==> config.mk <==
export PLATFORM = sky130hd
export DESIGN_NAME = fix_framer
export DESIGN_NICKNAME = d
export VERILOG_FILES = /design/src/rtl/fix_framer.sv
export SDC_FILE = /design/constraint.sdc
export NUM_CORES = 1
export LEC_CHECK = 0
export ABC_CLOCK_PERIOD_IN_PS = 4200
export CAP_MARGIN = 10
export CORE_MARGIN = 5
export CORE_UTILIZATION = 30
export CTS_BUF_LIST = sky130_fd_sc_hd__clkbuf_8
export DETAILED_ROUTE_END_ITERATION = 12
export HOLD_SLACK_MARGIN = 0.05
export PLACE_DENSITY_LB_ADDON = 0.3
export SYNTH_ARGS = -nofsm -noshare
export SYNTH_HDL_FRONTEND = slang
export SYNTH_SLANG_ARGS = --single-unit
==> constraint.sdc <==
create_clock -name clk -period 4.2 [get_ports clk]
set_input_delay 0.63 -clock clk [delete_from_list [all_inputs] [get_ports clk]]
set_output_delay 0.63 -clock clk [all_outputs]
set_load 0.05 [all_outputs]
==> src/rtl/fix_framer.sv <==
// fix_framer: delimits FIX messages, strips the "10=NNN" trailer and
// forwards body bytes to the checksum stage.
//
// Ports:
//   clk, rst            clock, async active-high reset
//   data_i/valid_i      received byte stream (accepted when ready_o)
//   ready_o             low only while waiting for the checksum result
//   data_o/valid_o      body bytes ('8' .. SOH before "10=")
//   start_o             with the first body byte of a message
//   end_o               cycle after the last body byte
//   rx_checksum_o       decoded trailer value, held until next decode
//   calc_checksum_i     checksum from the checksum stage
//   calc_valid_i        pulse qualifying calc_checksum_i
//   done_o              verdict pulse; qualifies match_o / fmt_err_o
//   match_o             calc == rx and trailer well formed
//   fmt_err_o           malformed trailer
module fix_framer #(
   parameter logic [7:0] SOH        = 8'h01,
   parameter logic [7:0] BEGIN_CHAR = 8'h38
) (
   input  logic       clk,
   input  logic       rst,
   input  logic [7:0] data_i,
   input  logic       valid_i,
   output logic       ready_o,
   output logic [7:0] data_o,
   output logic       valid_o,
   output logic       start_o,
   output logic       end_o,
   output logic [7:0] rx_checksum_o,
   input  logic [7:0] calc_checksum_i,
   input  logic       calc_valid_i,
   output logic       done_o,
   output logic       match_o,
   output logic       fmt_err_o
);

   localparam logic [7:0] EQ_CHAR   = 8'h3D;
   localparam logic [7:0] ZERO_CHAR = 8'h30;
   localparam logic [7:0] ONE_CHAR  = 8'h31;
   localparam logic [7:0] NINE_CHAR = 8'h39;

   typedef enum logic [1:0] {
      IDLE,
      BODY,
      TRAIL,
      CMP
   } state_t;

   state_t state, state_nxt;

   // Delay line: s2 oldest, s0 newest.  s2 never needs its
   // field-start bit, since only s1's is consulted by the detector.
   logic [7:0] d0, d1, d2;
   logic       v0, v1, v2;
   logic       f0, f1;

   logic       prev_soh;
   logic       start_arm;
   logic       end_q;
   logic       done_q;
   logic       match_q;
   logic       fmt_q;
   logic       err;
   logic [9:0] acc;
   logic [1:0] cnt;
   logic [7:0] rx_q;

   logic       accept;
   logic       is_digit;
   logic       emit;
   logic       trl_hit;

   assign ready_o  = (state != CMP);
   assign accept   = valid_i && ready_o;
   assign is_digit = (data_i >= ZERO_CHAR) && (data_i <= NINE_CHAR);

   assign valid_o       = emit;
   assign data_o        = emit ? d2 : 8'h00;
   assign start_o       = emit && start_arm;
   assign end_o         = end_q;
   assign done_o        = done_q;
   assign match_o       = match_q;
   assign fmt_err_o     = fmt_q;
   assign rx_checksum_o = rx_q;

   always_ff @(posedge clk or posedge rst) begin
      if (rst) begin
         state <= IDLE;
      end else begin
         state <= state_nxt;
      end
   end

   always_comb begin
      state_nxt = state;
      emit      = 1'b0;
      trl_hit   = 1'b0;
      unique case (state)
         IDLE: begin
            if (accept && data_i == BEGIN_CHAR) begin
               state_nxt = BODY;
            end
         end
         BODY: begin
            if (accept) begin
               emit = v2;
               // "SOH 1 0 =" with the '1' opening a field
               trl_hit = (data_i == EQ_CHAR)
                  && v0 && (d0 == ZERO_CHAR)
                  && v1 && (d1 == ONE_CHAR) && f1;
               if (trl_hit) begin
                  state_nxt = TRAIL;
               end
            end
         end
         TRAIL: begin
            if (accept && data_i == SOH) begin
               state_nxt = CMP;
            end
         end
         CMP: begin
            if (calc_valid_i) begin
               state_nxt = IDLE;
            end
         end
         default: begin
            state_nxt = IDLE;
         end
      endcase
   end

   always_ff @(posedge clk or posedge rst) begin
      if (rst) begin
         d0        <= 8'h00;
         d1        <= 8'h00;
         d2        <= 8'h00;
         v0        <= 1'b0;
         v1        <= 1'b0;
         v2        <= 1'b0;
         f0        <= 1'b0;
         f1        <= 1'b0;
         prev_soh  <= 1'b0;
         start_arm <= 1'b0;
         end_q     <= 1'b0;
         done_q    <= 1'b0;
         match_q   <= 1'b0;
         fmt_q     <= 1'b0;
         err       <= 1'b0;
         acc       <= 10'd0;
         cnt       <= 2'd0;
         rx_q      <= 8'h00;
      end else begin
         end_q   <= trl_hit;
         done_q  <= 1'b0;
         match_q <= 1'b0;
         fmt_q   <= 1'b0;
         if (accept) begin
            prev_soh <= (data_i == SOH);
         end
         unique case (state)
            IDLE: begin
               if (accept && data_i == BEGIN_CHAR) begin
                  d0        <= data_i;
                  v0        <= 1'b1;
                  f0        <= 1'b0;
                  v1        <= 1'b0;
                  f1        <= 1'b0;
                  v2        <= 1'b0;
                  start_arm <= 1'b1;
               end
            end
            BODY: begin
               if (accept) begin
                  if (emit) begin
                     start_arm <= 1'b0;
                  end
                  if (trl_hit) begin
                     // s2 (the SOH) leaves this cycle; "10" is
                     // trailer, so the line is simply emptied.
                     v0  <= 1'b0;
                     v1  <= 1'b0;
                     v2  <= 1'b0;
                     acc <= 10'd0;
                     cnt <= 2'd0;
                     err <= 1'b0;
                  end else begin
                     d2 <= d1;
                     v2 <= v1;
                     d1 <= d0;
                     v1 <= v0;
                     f1 <= f0;
                     d0 <= data_i;
                     v0 <= 1'b1;
                     f0 <= prev_soh;
                  end
               end
            end
            TRAIL: begin
               if (accept) begin
                  if (data_i == SOH) begin
                     err  <= err || (cnt != 2'd3)
                             || (acc > 10'd255);
                     rx_q <= acc[7:0];
                  end else if (is_digit) begin
                     // count saturates at 3; extra digits are errors
                     if (cnt == 2'd3) begin
                        err <= 1'b1;
                     end else begin
                        acc <= (acc * 10'd10)
                               + {6'd0, data_i[3:0]};
                        cnt <= cnt + 2'd1;
                     end
                  end else begin
                     err <= 1'b1;
                  end
               end
            end
            CMP: begin
               if (calc_valid_i) begin
                  done_q  <= 1'b1;
                  match_q <= (calc_checksum_i == rx_q) && !err;
                  fmt_q   <= err;
               end
            end
            default: begin
               err <= 1'b0;
            end
         endcase
      end
   end

endmodule

==> results of run 1 <==
## report_power, final
part           switching, mW  internal, mW
registers             0.0249         0.598
logic                 0.0748        0.0731
clock network          0.243         0.399
## critical path, delay by kind of cell
kind	cells	cell delay, ps
buffers and inverters	3	1440
and+or+nand+nor	3	690
## placed cells by master, fill, tap and decap left out, types with 2 or more instances in the layout
master | netlist | final
dfrtp_1 | 58 | 58
clkdlybuf4s50_1 | 0 | 42
mux2_2 | 35 | 35
ha_1 | 20 | 20
a22o_1 | 13 | 13
xnor2_1 | 13 | 13
nor2_1 | 11 | 11
and2_1 | 11 | 11
clkbuf_8 | 0 | 9
nand2_1 | 8 | 8
inv_1 | 8 | 7
nand3_1 | 6 | 6
a21oi_1 | 6 | 6
xor2_1 | 6 | 6
nand4_1 | 5 | 5
o21ai_0 | 5 | 5
a21o_1 | 5 | 5
buf_4 | 1 | 4
nor4_1 | 3 | 3
nor3_1 | 3 | 3
a211oi_1 | 3 | 3
and3_1 | 3 | 3
clkinv_4 | 0 | 3
bufinv_16 | 0 | 3
nor2b_1 | 2 | 2
fa_1 | 2 | 2
## worst paths after layout
check	startpoint	slack, ps	cells after the start	endpoint
hold / removal	prev_soh$_DFFE_PP0P_	480	1	prev_soh$_DFFE_PP0P_
setup / recovery	valid_i	800	6	data_o[2]
max in group asynchronous	rst	2600	3	acc[6]$_DFFE_PP0P_
min in group asynchronous	rst	840	2	d2[0]$_DFFE_PP0P_
hold reg to reg	prev_soh$_DFFE_PP0P_	480	1	prev_soh$_DFFE_PP0P_
setup reg to reg	acc[1]$_DFFE_PP0P_	1390	9	acc[9]$_DFFE_PP0P_
## cells by family after synthesis
| family | share of synthesized area |
|---|---|
| adder cells (fa/ha/maj) | 0.0957 |
| buffers and inverters | 0.0235 |
| flip-flops | 0.479 |
| AO/OA/AOI/OAI | 0.0846 |
| XOR/XNOR | 0.0623 |
| multiplexers | 0.133 |
| AND/OR/NAND/NOR | 0.122 |
## final cells by class
| class | instances | area [µm²] | share of cell area |
|---|---|---|---|
| clock buffers | 9 | 124 | 0.0321 |
| clock inverters | 7 | 125 | 0.0324 |
| inverters | 8 | 30.0 | 0.00779 |
| multi-input cells | 176 | 1510 | 0.391 |
| flip-flops and latches | 58 | 1450 | 0.376 |
| well taps | 133 | 166 | 0.0432 |
| repair buffers | 46 | 450 | 0.117 |
## registers in the layout (all words and copies together), names as in the netlist
signal,flops
d1,8
state,2
cnt,2
end_o,1
v2,1
v1,1
f1,1
rx_checksum_o,8
done_o,1
start_arm,1
v0,1
d2,8
fmt_err_o,1
acc,10
f0,1
prev_soh,1
d0,8
err,1
match_o,1
## cells in the mapped netlist, drive strengths merged
cell and n:
a32o 1, fa 2, nor4bb 1, a21oi 6, nor2 11, and2 11
a31oi 1, xnor2 13, and4bb 1, nor4 4, nand4 5, inv 8
xor2 6, xnor3 1, nor4b 2, nor2b 2, a21o 5, o22ai 1
mux2i 1, mux2 35, and4 1, a22o 13, nor3 3, a211oi 3
dfrtp 58, o21ai 6, and3 3, buf 5, nand3b 1, nand3 6
clkbuf 2, nand2 8, or3 2, and4b 1, ha 20
## metal layers
layer / vias to the layer above / part of all wire / wire length [µm] / GRT usage
met5: - / 0 / 0 / 0
met4: 0 / 0.013 / 81 / 0.0369
met3: 7 / 0.035 / 223 / 0.0317
met2: 41 / 0.46 / 2950 / 0.166
met1: 1010 / 0.49 / 3120 / 0.153
li1: 1006 / - / - / -
==> flow_metrics.tcl, run 1 <==
set metrics [dict create \
    status "finished clean" \
    crit_chain "clkdlybuf4s50_1, nor2b_1, buf_4, and3_1, and2_1, clkdlybuf4s50_1" \
    grt_overflow 0 \
    post-dp-hpwl_um 4760 \
    maxSlewHeadroom 0.338 \
    post_cts_buffers 0 \
    layout-drive-gt1-share 0.197 \
    final.setup.worst_slack_ps 798 \
    synth_nets 291 \
    syn_to_final_growth_pct 27.2 \
    hold_slack_ps 485 \
    design_area_um2 3860 \
    path_common_cell "clkdlybuf4s50_1" \
    syn_area_um2 3030 \
    num_io_pins 43 \
    route.detailed.drc 0 \
    yosysUniqueCellTypes 41 \
    fin_skew_ps 11.2 \
    p_leak_nw 1.78 \
    clkTransAtPathRegs_ps 70 \
    cts_resized 0 \
    dieArea_um2 12200 \
    finalCritPeriodShare 0.810 \
    synth_top_area_share 0.479 \
    ir_worst_vdd_mv 0.211 \
    n_fill_cell 980 \
    routed_via_density 4.72 \
    drv_cap 0 \
    antenna_cells 0 \
    initial_core_util 0.309 \
    antenna_found_initial 0 \
    grt_max_degree 48 \
    worst_setup_path_start_kind "input port" \
    syn-mean-instance-area_um2 12.2 \
    synth_seq_cells 58 \
    finish.utilization 0.393 \
    path_class "in -> out" \
    ys_top_cells_by_area "dfrtp_1, mux2_2, ha_1" \
    grt_setup_unrepaired "no" \
    layout.cells.non_filler 437 \
    syn_inst 249 \
    dp_slack_ps 788 \
    final-max-slew-violation-count 0 \
    crit_required_ps 3570 \
    root_buffer "clkbuf_8" \
    powerDensity_nw_per_um2 366 \
    seq_area_frac_synth 0.479 \
    numCtsBuffers 9 \
    setup_viol 0 \
    dr.pass1.iters 4 \
    grt_pass1_vias 2183 \
    power_mw 1.41 \
    core_um2 9820 \
    min_path_type "reg -> reg" \
    drt_iter0_drc 70 \
    placedCellCount 421 \
    routedWlPerCell_um 14.6 \
    placed_area_um2 3610 \
    setup_tns_ps 0 \
    die_y_um 111 \
    arrival_ps 2770 \
    cts_max_path_buffers 2 \
    track_usage 0.111 \
    ant_nets 0 \
    io_buffers 42 \
    clock.fmax_mhz 294 \
    cts_hold_buf 0 \
    rows 36 \
    clk_latency_ps 340 \
    cts_tree "yes" \
    finalHoldViolations 0 \
    crit_slowest_cell "clkdlybuf4s50_1" \
    grt_pass1_wl_um 11100 \
    wl_um 6380 \
    cp-end-kind "primary output" \
    globalplace.congestion 0.806 \
    yosys_warnings 0 \
    critPathMaxFanout 11 \
    die_x_um 111 \
    num_vias 2064 \
    critPathMaxStageDelay_ps 800 \
    tightest_slew_ps 991 \
    yosys.area.top_type "dfrtp_1" \
    nNetsFinal 341 \
    numClockSinks 58 \
    period_needed_ps 3400 \
    htreeDepth 3 \
]
Note: power is estimated with default switching activity, not from simulation.
==> inputs of run 2 (changes only) <==
- ABC_CLOCK_PERIOD_IN_PS: 4200 -> 2900
- clock period: 4.2 -> 2.9 ns (I/O delays scaled with it)
==> flow_metrics.tcl, run 2 (synthesis gave the netlist of run 1 again) <==
set metrics [dict create \
    status "finished clean" \
    clock.fmax_mhz 367 \
    ant_nets 0 \
    p_leak_nw 1.86 \
    htreeDepth 3 \
    route.detailed.drc 0 \
    globalplace.congestion 0.729 \
    finalHoldViolations 0 \
    layout-drive-gt1-share 0.244 \
    grt_max_degree 30 \
    drv_cap 0 \
    path_common_cell "ha_1" \
    critPathMaxFanout 4 \
    crit_required_ps 3130 \
    io_buffers 42 \
    cts_max_path_buffers 2 \
    num_vias 2071 \
    arrival_ps 2960 \
    numCtsBuffers 9 \
    powerDensity_nw_per_um2 489 \
    syn_to_final_growth_pct 31.5 \
    drt_iter0_drc 53 \
    setup_viol 0 \
    final_cell_mix "dfrtp_1, mux2_2, clkdlybuf4s50_1" \
    final-max-slew-violation-count 0 \
    period_needed_ps 2730 \
    finalCritPeriodShare 0.941 \
    design_area_um2 3990 \
    fin_skew_ps 9.80 \
    routed_via_density 4.66 \
    wl_um 6370 \
    critPathMaxStageDelay_ps 450 \
    placed_area_um2 3760 \
    nNetsFinal 348 \
    final_common_cell "dfrtp_1" \
    path_class "reg -> reg" \
    grt_pass1_wl_um 11200 \
    initial_core_util 0.309 \
    grt_setup_unrepaired "no" \
    clkTransAtPathRegs_ps 70 \
    grt_overflow 0 \
    cts_tree "yes" \
    cp-end-kind "flip-flop" \
    track_usage 0.112 \
    crit_buf_inv 0 \
    setup_tns_ps 0 \
    antenna_cells 0 \
    crit_chain "ha_1, ha_1, fa_1, a211oi_2, nor2_1, xor2_1, nand3b_1, xnor3_1, a22o_1" \
    die_y_um 111 \
    grt_pass1_vias 2244 \
    worst_setup_path_start_kind "flip-flop" \
    crit_slowest_cell "dfrtp_1" \
    numClockSinks 58 \
    routedWlPerCell_um 14.3 \
    top_register "acc" \
    die_x_um 111 \
    antenna_found_initial 0 \
    core_um2 9820 \
    tightest_slew_ps 621 \
    power_mw 1.95 \
    root_buffer "clkbuf_8" \
    crit_family "adder cells" \
    maxSlewHeadroom 0.585 \
    post-dp-hpwl_um 4850 \
    rows 36 \
    cts_hold_buf 0 \
    num_io_pins 43 \
    dieArea_um2 12200 \
    min_path_type "reg -> reg" \
    ir_worst_vdd_mv 0.284 \
    clk_latency_ps 330 \
    largest_reg_flops 10 \
    dr.pass1.iters 4 \
]
[run 2: path summary, 6_finish.rpt]
kind	start	end	slack, ps	cells past startpoint
worst max-delay path	acc[3]$_DFFE_PP0P_	acc[9]$_DFFE_PP0P_	170	9
worst min-delay path	prev_soh$_DFFE_PP0P_	prev_soh$_DFFE_PP0P_	490	1
worst max register to register	acc[3]$_DFFE_PP0P_	acc[9]$_DFFE_PP0P_	170	9
worst min register to register	prev_soh$_DFFE_PP0P_	prev_soh$_DFFE_PP0P_	490	1
max in group asynchronous	rst	d0[3]$_DFFE_PP0P_	1740	3
min in group asynchronous	rst	d1[7]$_DFFE_PP0P_	500	2
[run 2: per-stage QoR]
stage                     utilization  std cells  hold slack, ps  setup slack, ps
after CTS                       0.405        443             488              120
after floorplan                     -        249             445              269
after detailed placement        0.383        427             473             86.5
final                           0.406        444             485              172
after global placement          0.383        427             468              150
after global routing            0.406        444             508             34.9
[run 2: worst register-to-register path: stages, from the launching register on]
cell and delay (ps):
dfrtp_1 450, ha_1 310, ha_1 230, fa_1 430, a211oi_2 240, nor2_1 80
xor2_1 220, nand3b_1 110, xnor3_1 360, a22o_1 200
[run 2: final cells by class]
class,instances,area [µm²]
well taps,133,166
clock inverters,7,86.3
fillers,995,5830
multi-input cells,176,1510
flip-flops and latches,58,1450
clock buffers,9,124
inverters,8,30.0
repair buffers,53,616
[run 2: timing repair]
item	4_1_cts	5_1_grt
endpoints found under the setup margin	0	1
setup buffers	0	1
resized for setup	0	1
[run 2: per-layer routing]
layer,part of all wire,routed length (µm),vias to the layer above,track usage
li1,-,-,1010,-
met1,0.48,3070,1012,0.146
met2,0.46,2920,44,0.172
met3,0.043,275,5,0.0345
met4,0.015,96,0,0.0443
met5,0,0,-,0
[run 2: power by group]
part	switching [mW]	internal (mW)
sequential	0.0361	0.866
clock	0.325	0.476
combinational	0.114	0.133
